**src/rtl/jtag_seq_pkg.sv**
```systemverilog
// Shared types and TMS walk constants for the JTAG shift sequencer.
package jtag_seq_pkg;

  typedef enum logic [2:0] {
    INIT,
    IDLE,
    NAV,
    SHIFT,
    EXIT,
    RESP
  } seq_state_t;

  // TMS walks from Run-Test/Idle to Shift-xR, bit 0 sent first
  localparam logic [2:0] NAV_DR_TMS = 3'b001;
  localparam int         NAV_DR_LEN = 3;
  localparam logic [3:0] NAV_IR_TMS = 4'b0011;
  localparam int         NAV_IR_LEN = 4;

  localparam int INIT_TLR_CYCLES = 5;

endpackage

```
**src/rtl/jtag_tck_gen.sv**
```systemverilog
// TCK generator: half-period counter, TCK register and rise/fall strobes.
module jtag_tck_gen #(
  parameter int CLK_DIV = 4
) (
  input  logic clk,
  input  logic rst_n,
  input  logic en,
  output logic tck,
  output logic rise,
  output logic fall
);

  localparam int CNT_W = (CLK_DIV > 1) ? $clog2(CLK_DIV) : 1;

  logic [CNT_W-1:0] cnt;
  logic             term;

  // Strobes mark the clk cycle whose closing edge toggles TCK
  assign term = en && (cnt == CNT_W'(CLK_DIV - 1));
  assign rise = term && !tck;
  assign fall = term && tck;

  always_ff @(posedge clk or negedge rst_n) begin
    if (!rst_n) begin
      cnt <= '0;
      tck <= 1'b0;
    end else if (!en) begin
      cnt <= '0;
      tck <= 1'b0;
    end else if (term) begin
      cnt <= '0;
      tck <= ~tck;
    end else begin
      cnt <= cnt + 1'b1;
    end
  end

endmodule

```
**src/rtl/jtag_shift_sequencer.sv**
```systemverilog
// Host-side JTAG master running IR/DR scans from one system clock.
// Optional macro JTAG_SEQ_TLR_CMD_EN adds cmd_tlr (Test-Logic-Reset command).
module jtag_shift_sequencer
  import jtag_seq_pkg::*;
#(
  parameter int MAX_LEN = 32,
  parameter int LEN_W   = 5,
  parameter int CLK_DIV = 4
) (
  input  logic               clk,
  input  logic               rst_n,
  input  logic               cmd_valid,
  output logic               cmd_ready,
  input  logic               cmd_ir,
  input  logic [LEN_W-1:0]   cmd_len,
  input  logic [MAX_LEN-1:0] cmd_data,
`ifdef JTAG_SEQ_TLR_CMD_EN
  input  logic               cmd_tlr,
`endif
  output logic               rsp_valid,
  output logic [MAX_LEN-1:0] rsp_data,
  output logic               busy,
  output logic               TCK,
  output logic               TMS,
  output logic               TDI,
  input  logic               TDO
);

  seq_state_t         state;
  logic [2:0]         step;
  logic [2:0]         step_nxt;
  logic [LEN_W-1:0]   bit_cnt;
  logic [LEN_W-1:0]   bit_nxt;
  logic [LEN_W-1:0]   len_q;
  logic [MAX_LEN-1:0] data_q;
  logic               ir_q;
  logic               tlr_q;
  logic               tdi_pre;
  logic [3:0]         nav_pat;
  logic [2:0]         nav_last;
  logic               tck_en;
  logic               tck_rise;
  logic               tck_fall;
  logic               tlr_req;
  logic               accept;

  function automatic logic [LEN_W-1:0] sat_len(input logic [LEN_W-1:0] l);
    if (int'(l) > MAX_LEN - 1) sat_len = LEN_W'(MAX_LEN - 1);
    else                       sat_len = l;
  endfunction

`ifdef JTAG_SEQ_TLR_CMD_EN
  assign tlr_req = cmd_tlr;
`else
  assign tlr_req = 1'b0;
`endif

  assign accept   = cmd_valid && cmd_ready;
  assign busy     = ~cmd_ready;
  assign tck_en   = (state != IDLE) && (state != RESP);
  assign nav_pat  = ir_q ? NAV_IR_TMS : {1'b0, NAV_DR_TMS};
  assign nav_last = ir_q ? 3'(NAV_IR_LEN - 1) : 3'(NAV_DR_LEN - 1);
  assign step_nxt = step + 3'd1;
  assign bit_nxt  = bit_cnt + 1'b1;

  jtag_tck_gen #(
    .CLK_DIV(CLK_DIV)
  ) u_tck_gen (
    .clk  (clk),
    .rst_n(rst_n),
    .en   (tck_en),
    .tck  (TCK),
    .rise (tck_rise),
    .fall (tck_fall)
  );

  // Command payload and the next TDI bit, picked on the rising edge so the
  // falling-edge update is a plain register move
  always_ff @(posedge clk) begin
    if (accept) begin
      ir_q   <= cmd_ir;
      len_q  <= sat_len(cmd_len);
      data_q <= cmd_data;
    end
    if (state == SHIFT && tck_rise) tdi_pre <= data_q[bit_nxt];
  end

  always_ff @(posedge clk or negedge rst_n) begin
    if (!rst_n) begin
      state     <= INIT;
      step      <= '0;
      bit_cnt   <= '0;
      TMS       <= 1'b1;
      TDI       <= 1'b0;
      cmd_ready <= 1'b0;
      rsp_valid <= 1'b0;
      rsp_data  <= '0;
      tlr_q     <= 1'b0;
    end else begin
      rsp_valid <= 1'b0;
      case (state)
        INIT: if (tck_fall) begin
          if (step == 3'(INIT_TLR_CYCLES)) begin
            step <= '0;
            if (tlr_q) begin
              tlr_q     <= 1'b0;
              rsp_valid <= 1'b1;
              state     <= RESP;
            end else begin
              cmd_ready <= 1'b1;
              state     <= IDLE;
            end
          end else begin
            step <= step_nxt;
            TMS  <= (step_nxt != 3'(INIT_TLR_CYCLES));
          end
        end
        IDLE: if (accept) begin
          cmd_ready <= 1'b0;
          rsp_data  <= '0;
          step      <= '0;
          TMS       <= 1'b1;
          if (tlr_req) begin
            tlr_q <= 1'b1;
            state <= INIT;
          end else begin
            state <= NAV;
          end
        end
        NAV: if (tck_fall) begin
          if (step == nav_last) begin
            bit_cnt <= '0;
            TDI     <= data_q[0];
            TMS     <= (len_q == '0);
            state   <= SHIFT;
          end else begin
            step <= step_nxt;
            TMS  <= nav_pat[step_nxt[1:0]];
          end
        end
        SHIFT: if (tck_fall) begin
          rsp_data[bit_cnt] <= TDO;
          if (bit_cnt == len_q) begin
            step  <= '0;
            TMS   <= 1'b1;
            TDI   <= 1'b0;
            state <= EXIT;
          end else begin
            bit_cnt <= bit_nxt;
            TDI     <= tdi_pre;
            TMS     <= (bit_nxt == len_q);
          end
        end
        // Exit1 -> Update-xR (TMS=1), then Update-xR -> Run-Test/Idle (TMS=0)
        EXIT: if (tck_fall) begin
          if (step == '0) begin
            step <= 3'd1;
            TMS  <= 1'b0;
          end else begin
            rsp_valid <= 1'b1;
            state     <= RESP;
          end
        end
        RESP: begin
          cmd_ready <= 1'b1;
          state     <= IDLE;
        end
        default: state <= INIT;
      endcase
    end
  end

endmodule

```
**config.mk**
```make
export PLATFORM = sky130hd
export DESIGN_NAME = jtag_shift_sequencer
export DESIGN_NICKNAME = d
export VERILOG_FILES = /design/src/rtl/jtag_seq_pkg.sv /design/src/rtl/jtag_tck_gen.sv /design/src/rtl/jtag_shift_sequencer.sv
export SDC_FILE = /design/constraint.sdc
export NUM_CORES = 1
export LEC_CHECK = 0
export BUFFER_PORTS_ARGS = -buffer_cell sky130_fd_sc_hd__buf_2
export CAP_MARGIN = 20
export CORE_MARGIN = 3
export CORE_UTILIZATION = 50
export DETAILED_ROUTE_END_ITERATION = 12
export PLACE_DENSITY = 0.73
export RECOVER_POWER = 100
export SLEW_MARGIN = 20
export SYNTH_ARGS = -nofsm -noshare
export SYNTH_HDL_FRONTEND = slang
export SYNTH_SLANG_ARGS = --single-unit
```
**constraint.sdc**
```tcl
create_clock -name clk -period 6.1 [get_ports clk]
set_input_delay 0.61 -clock clk [delete_from_list [all_inputs] [get_ports clk]]
set_output_delay 0.61 -clock clk [all_outputs]
set_load 0.1 [all_outputs]
```
---- Word level (Yosys, flattened, before mapping) ----
Index checks and enable logic that the tools add are counted.
storage, ports and cells
  bits in registers ....................... 89
  input port bits ......................... 42
  output and inout port bits .............. 38
  logic and storage cells ................. 135
cells by class
  add/subtract/negate cells ............... 3
  order comparisons ....................... 4
  equal/unequal tests ..................... 27
  muxes and demuxes ....................... 63
  bitwise logic cells ..................... 2
  reduce and logical (&&, ||, !) cells .... 22
operators by type and width
  operator                                                    number
  2-to-1 mux 32 bit                                           2
  one-hot mux 32 bit (2 select lines)                         1
  2-to-1 mux 3 bit                                            18
  bitwise mux 32 bit                                          1
  != test 2 bit, second input constant                        13
  2-to-1 mux 1 bit                                            25
  2-to-1 mux 5 bit                                            4
  one-hot mux 3 bit (6 select lines)                          1
  AND reduction 9 bit                                         2
  one-hot mux 3 bit (5 select lines)                          1
  less-than comparator 5 x 6 -> 1 bit, second input constant  2
  == test 5 bit                                               2
  one-hot mux 5 bit (2 select lines)                          1
  == test 3 bit, second input constant                        3
  AND reduction 4 bit                                         2
  AND reduction 8 bit                                         1
  logical AND 1 bit                                           7
  == test 3 x 2 -> 1 bit, second input constant               2
  zero test 3 bit                                             2
  2-to-1 mux 2 bit                                            3
  != test 3 bit, second input constant                        2
  adder 5 x 1 -> 5 bit, second input constant                 1
  binary-select mux 1 bit (select 5 bit)                      1
  demux 1 bit (select 5 bit)                                  1
  21 further kinds                                            23

---- Logic depth before layout (Yosys ltp) ----
  depth in word-level cells ............... 7
  gate-level depth with buffers ........... 9

---- Cells and area by module ----
From an unflattened synthesis, not the netlist that was laid out.
unflattened totals
  cell total of the unflattened synthesis .. 386
  area total of the unflattened synthesis .. 4336.7 µm²
by module, submodules not included
  module                instances  cells each  area each (µm²)  sequential area each (µm²)
  jtag_shift_sequencer  1          375         4201.5           2348.5
  jtag_tck_gen          1          11          135.1            75.1

---- Worst setup path before layout ----
OpenSTA, ideal clock, no wires.
  path type ............................... register -> register
  from .................................... register cmd_ready
  to ...................................... register cmd_ready
  setup time .............................. 0.121 ns
  data arrival time ....................... 2.709 ns
  path slack .............................. 3.270 ns
  cell stages (with the launch flop) ...... 6
  cell sequence ........................... dfrtp_1 > nand2_1 > inv_1 > o21ai_0 > o32a_1 > o22a_1
between the ends
  cells in the longest elaborated chain, start to end .. 3
RTL lines
  item                           RTL line                     text
  from (decl)                    jtag_shift_sequencer.sv:13   output logic cmd_ready,
  from (signal assigned)         jtag_shift_sequencer.sv:95   cmd_ready <= 1'b0;
  from (signal assigned)         jtag_shift_sequencer.sv:110  cmd_ready <= 1'b1;
  from (signal assigned)         jtag_shift_sequencer.sv:119  cmd_ready <= 1'b0;
  logical AND 1 bit              jtag_shift_sequencer.sv:58   assign accept = cmd_valid && cmd_ready;
  named net accept               jtag_shift_sequencer.sv:45   logic accept;
  != test 2 bit (no line)        -
  AND reduction 4 bit (no line)  -
The timed path passes the listed nets, and every way through them passes these cells.
A chain may end at the register's enable or synchronous reset.

---- Worst setup path after layout ----
  from .................................... register state[2]
  to ...................................... register step[2]
between the ends
  cells in the longest elaborated chain, start to end .. 6
  elaborated cells on any way between the ends .. 21
  classes of those cells .................. eq/ne (14); mux (1); reduce/logical (6)
RTL lines
  item                                                     RTL line                     text
  from (decl)                                              jtag_shift_sequencer.sv:29   seq_state_t state;
  from (signal assigned)                                   jtag_shift_sequencer.sv:90   state <= INIT;
  from (signal assigned)                                   jtag_shift_sequencer.sv:108  state <= RESP;
  from (signal assigned)                                   jtag_shift_sequencer.sv:111  state <= IDLE;
  != test 3 x 1 -> 1 bit or != test 3 bit (tied branches)  jtag_shift_sequencer.sv:60   assign tck_en = (state != IDLE) && (state != RESP);
  logical AND 1 bit                                        jtag_shift_sequencer.sv:60
  logical AND 1 bit                                        jtag_tck_gen.sv:19           assign term = en && (cnt == CNT_W'(CLK_DIV - 1));
  logical AND 1 bit                                        jtag_tck_gen.sv:21           assign fall = term && tck;
  != test 2 bit (no line)                                  -
  AND reduction 9 bit (no line)                            -
  to (signal assigned)                                     jtag_shift_sequencer.sv:114  step <= step_nxt;
  to (signal assigned)                                     jtag_shift_sequencer.sv:137  step <= step_nxt;
  to (decl)                                                jtag_shift_sequencer.sv:30   logic [2:0] step;
Several ways; a longest one is shown, not always the timed one.

==> summary.md <==
| Metric | Value |
|---|---|
| Fin. Hold Viols | `0` |
| Die X | `99.3 um` |
| Crit Path Category | `flip-flop to flip-flop` |
| Max-Slew Margin vs Limit | `-81.4%` |
| Predominant post-synthesis flop cell | `dfrtp_1` |
| Max-cap violations | `3` |
| Max Freq | `285 MHz` |
| Largest net degree at the start of global routing | `51` |
| R2r endpoint | `step[2]` |
| DRC errors left | `0` |
| Setup TNS | `0 ns` |
| Failing checks | `max-capacitance violations, max-slew violations` |
| Combinational fraction of design power | `33.6%` |
| Final ANT Viol Nets | `0` |
| Switching power | `674 uW` |
| Starting Density | `52.2%` |
| Full die area | `0.00986 sq mm` |
| Drt via density | `5.81` |
| Final nets | `513` |
| Yosys warns | `0` |
| Clk slew on worst S/H paths | `0.10 ns` |
| Post-synth EDFFs | `39` |
| Slack of the worst reg-to-reg path | `2.59 ns` |
| CP Launch Point | `state[2]` |
| Final setup fails | `0` |
| Pint | `1120 uW` |
| Worst hold path class | `input pin to flip-flop` |
| Critical path endpoint | `step[2]` |
| Worst Path Required | `6.36 ns` |
| Hpwl dp | `6.58 mm` |
| Synth cell count leaders | `o21ai_0, dfrtp_1, edfxtp_1` |
| GR Overflow Total | `0` |
| Final min period | `3.51 ns` |
| Num ports | `80` |
| Core Util, Final | `59.2%` |
| Area growth from synthesis to layout | `13.5%` |
| Fillers | `718` |
| N_diodes | `0` |
| Synth top area share | `28.2%` |
| PwrDens | `363 mW/mm^2` |
| Vias | `3323` |
| Clock Sinks | `89` |
| Count of different cell masters after synthesis | `53` |
| Post-synth top area cell | `dfrtp_1` |
| R2r startpoint | `state[2]` |
| Peak supply drop | `0.204 mV` |
| Worst Path Max Fanout | `37` |
| Status | `finished, violations left` |
| Crit path launch type | `flip-flop` |
| Mapped Area | `0.00435 sq mm` |
| Setup crit end kind | `flip-flop` |
| Post-Synthesis Cells | `396` |
| TritonCTS clock tree | `yes` |
| CTS H-tree depth | `3` |
| Register bit count reported by yosys | `89` |
| Syn_nets | `447` |
| Clock Power Share | `25.2%` |
| Async S/R FF share, synth | `56.2%` |
| Postcts setup bufs | `0` |
| Syn Area/Cell | `11.0 sq um` |
| Worst R2R Path Depth | `6` |
| DR pass1 iterations | `5` |
| Hold depth | `1` |
| Ratio of cells with drive above 1 in the final layout | `15.8%` |
| Port bufs | `79` |
| First-pass GRT wire length | `16.2 mm` |
| Num CTS Buffers | `9` |
| Synth area leaders | `dfrtp_1, edfxtp_1, o21ai_0` |
| Tcrit/Tclk final | `57.5%` |
| Row count | `33` |
| Root Driver | `clkbuf_8` |
| Total GRT Usage | `20.7%` |
| Core Footprint | `0.00834 sq mm` |
| Hold buffer count at CTS | `0` |
| Sw frac | `37.6%` |
| RSZ-0062 raised after global routing | `false` |
| Initial antenna violation count | `0` |
| Sequential share of the synthesized area | `55.7%` |
| Pins Over Slew Limit | `130` |
| Number of gates resized after CTS | `0` |
| GP Congestion | `0.817` |
| Leakage power total | `0.00198 uW` |
| Clock Skew | `0.0108 ns` |
| Number of global-route vias before repair | `3228` |
| Die H | `99.3 um` |
| Tightest Pin Transition | `2.72 ns` |
| Worst EP arrival | `3.77 ns` |
| Routed wire length | `9.78 mm` |
| Sequential Power Share | `41.3%` |
| Clock Latency Late Sink | `0.36 ns` |
| Number of DRC markers in iteration 0 | `237` |
| Most frequent cell after synthesis | `o21ai_0` |
| Average wire per standard cell | `17.1 um` |
| Maximum clock path buffer count | `2` |
state kept, by name, summed over array words and instances (netlist names):
| register | count |
|---|---|
| data_q | 32 |
| rsp_data | 32 |
| bit_cnt | 5 |
| len_q | 5 |
| state | 3 |
| step | 3 |
| u_tck_gen.cnt | 2 |
| TDI | 1 |
| TMS | 1 |
| cmd_ready | 1 |
| ir_q | 1 |
| rsp_valid | 1 |
| tdi_pre | 1 |
| u_tck_gen.tck | 1 |
stage by stage:
stage	worst slack (ns)	std cells	cell area [sq um]	hold WS, ns	power [uW]
CTS	3.08	572	5010	0.364	1800
detailed placement	3.10	556	4790	0.452	1350
finish	2.59	572	4940	0.420	1790
global placement	3.21	556	4790	0.434	1340
global route	2.25	572	4940	0.409	1890
floorplan	3.27	396	4350	0.314	1220
power by group through the flow:
stage	sequential, uW	clock (uW)	combinational [uW]
floorplan	825	0	400
detailed placement	752	0	600
CTS	739	455	603
global placement	749	0	588
finish	739	451	601
global route	753	481	659
layer usage:
| layer | vias up | part of all wire [%] | GRT usage, % | wire, um |
|---|---|---|---|---|
| met1 | 1588 | 44 | 29.4 | 4340 |
| met4 | 0 | 1.4 | 6.93 | 141 |
| met5 | - | 0 | 0 | 0 |
| li1 | 1589 | - | - | - |
| met3 | 14 | 6.5 | 3.44 | 634 |
| met2 | 132 | 48 | 32.5 | 4670 |
layout by cell type, fill, tap and decap left out, drive strengths merged, types with 2 or more instances in the layout:
| cell type | n |
|---|---|
| a21oi | 35 |
| a31oi | 5 |
| a32o | 2 |
| and2 | 8 |
| and3 | 3 |
| and3b | 2 |
| buf | 40 |
| bufinv | 2 |
| clkbuf | 52 |
| clkinvlp | 3 |
| dfrtp | 49 |
| edfxtp | 39 |
| ha | 9 |
| inv | 11 |
| mux2 | 3 |
| mux4 | 10 |
| nand2 | 26 |
| nand2b | 5 |
| nand3 | 8 |
| nand3b | 2 |
| nor2 | 14 |
| nor2b | 10 |
| nor3 | 3 |
| nor3b | 3 |
| o211ai | 3 |
| o21ai | 81 |
| o22ai | 3 |
| o31ai | 2 |
| or2 | 2 |
| or3 | 2 |
| xnor2 | 6 |
| xor2 | 3 |
logic make-up (layout without fill, tap and decap cells):
group | Yosys count | count (layout) | synth area share (%)
buffers and inverters | 37 | 108 | 3.48
muxes | 13 | 13 | 5.95
DFF | 89 | 89 | 55.7
adders and majority gates | 9 | 9 | 2.59
xor gates and xnor gates | 10 | 10 | 2.36
AOI/OAI and AO/OA | 144 | 144 | 18.4
and+or+nand+nor | 94 | 94 | 11.6
layout make-up:
type                    count  area (sq um)  area share (%)
flip-flops and latches     89          2420            49.1
inverters                  10          37.5           0.760
clock inverters             6          91.3            1.85
repair buffers             82           358            7.24
well taps                 105           131            2.66
clock buffers              10           128            2.58
multi-input cells         270          1770            35.9
worst min-delay path by stage:
stage / start / end
after floorplan: rst_n / TDI
after CTS: rst_n / step[2]
after global routing: cmd_data[12] / data_q[12]
after detailed placement: u_tck_gen.cnt[0] / u_tck_gen.cnt[0]
final: cmd_data[22] / data_q[22]
after global placement: u_tck_gen.cnt[0] / u_tck_gen.cnt[0]
worst max-delay path: stages (launching register included):
cell	delay, ns
dfrtp_1	0.68
nand3b_1	0.17
clkbuf_1	1.13
a31oi_1	0.14
nor4_1	0.80
o21ai_0	0.22
a32o_1	0.26
Power figures use the tool's default switching activity.
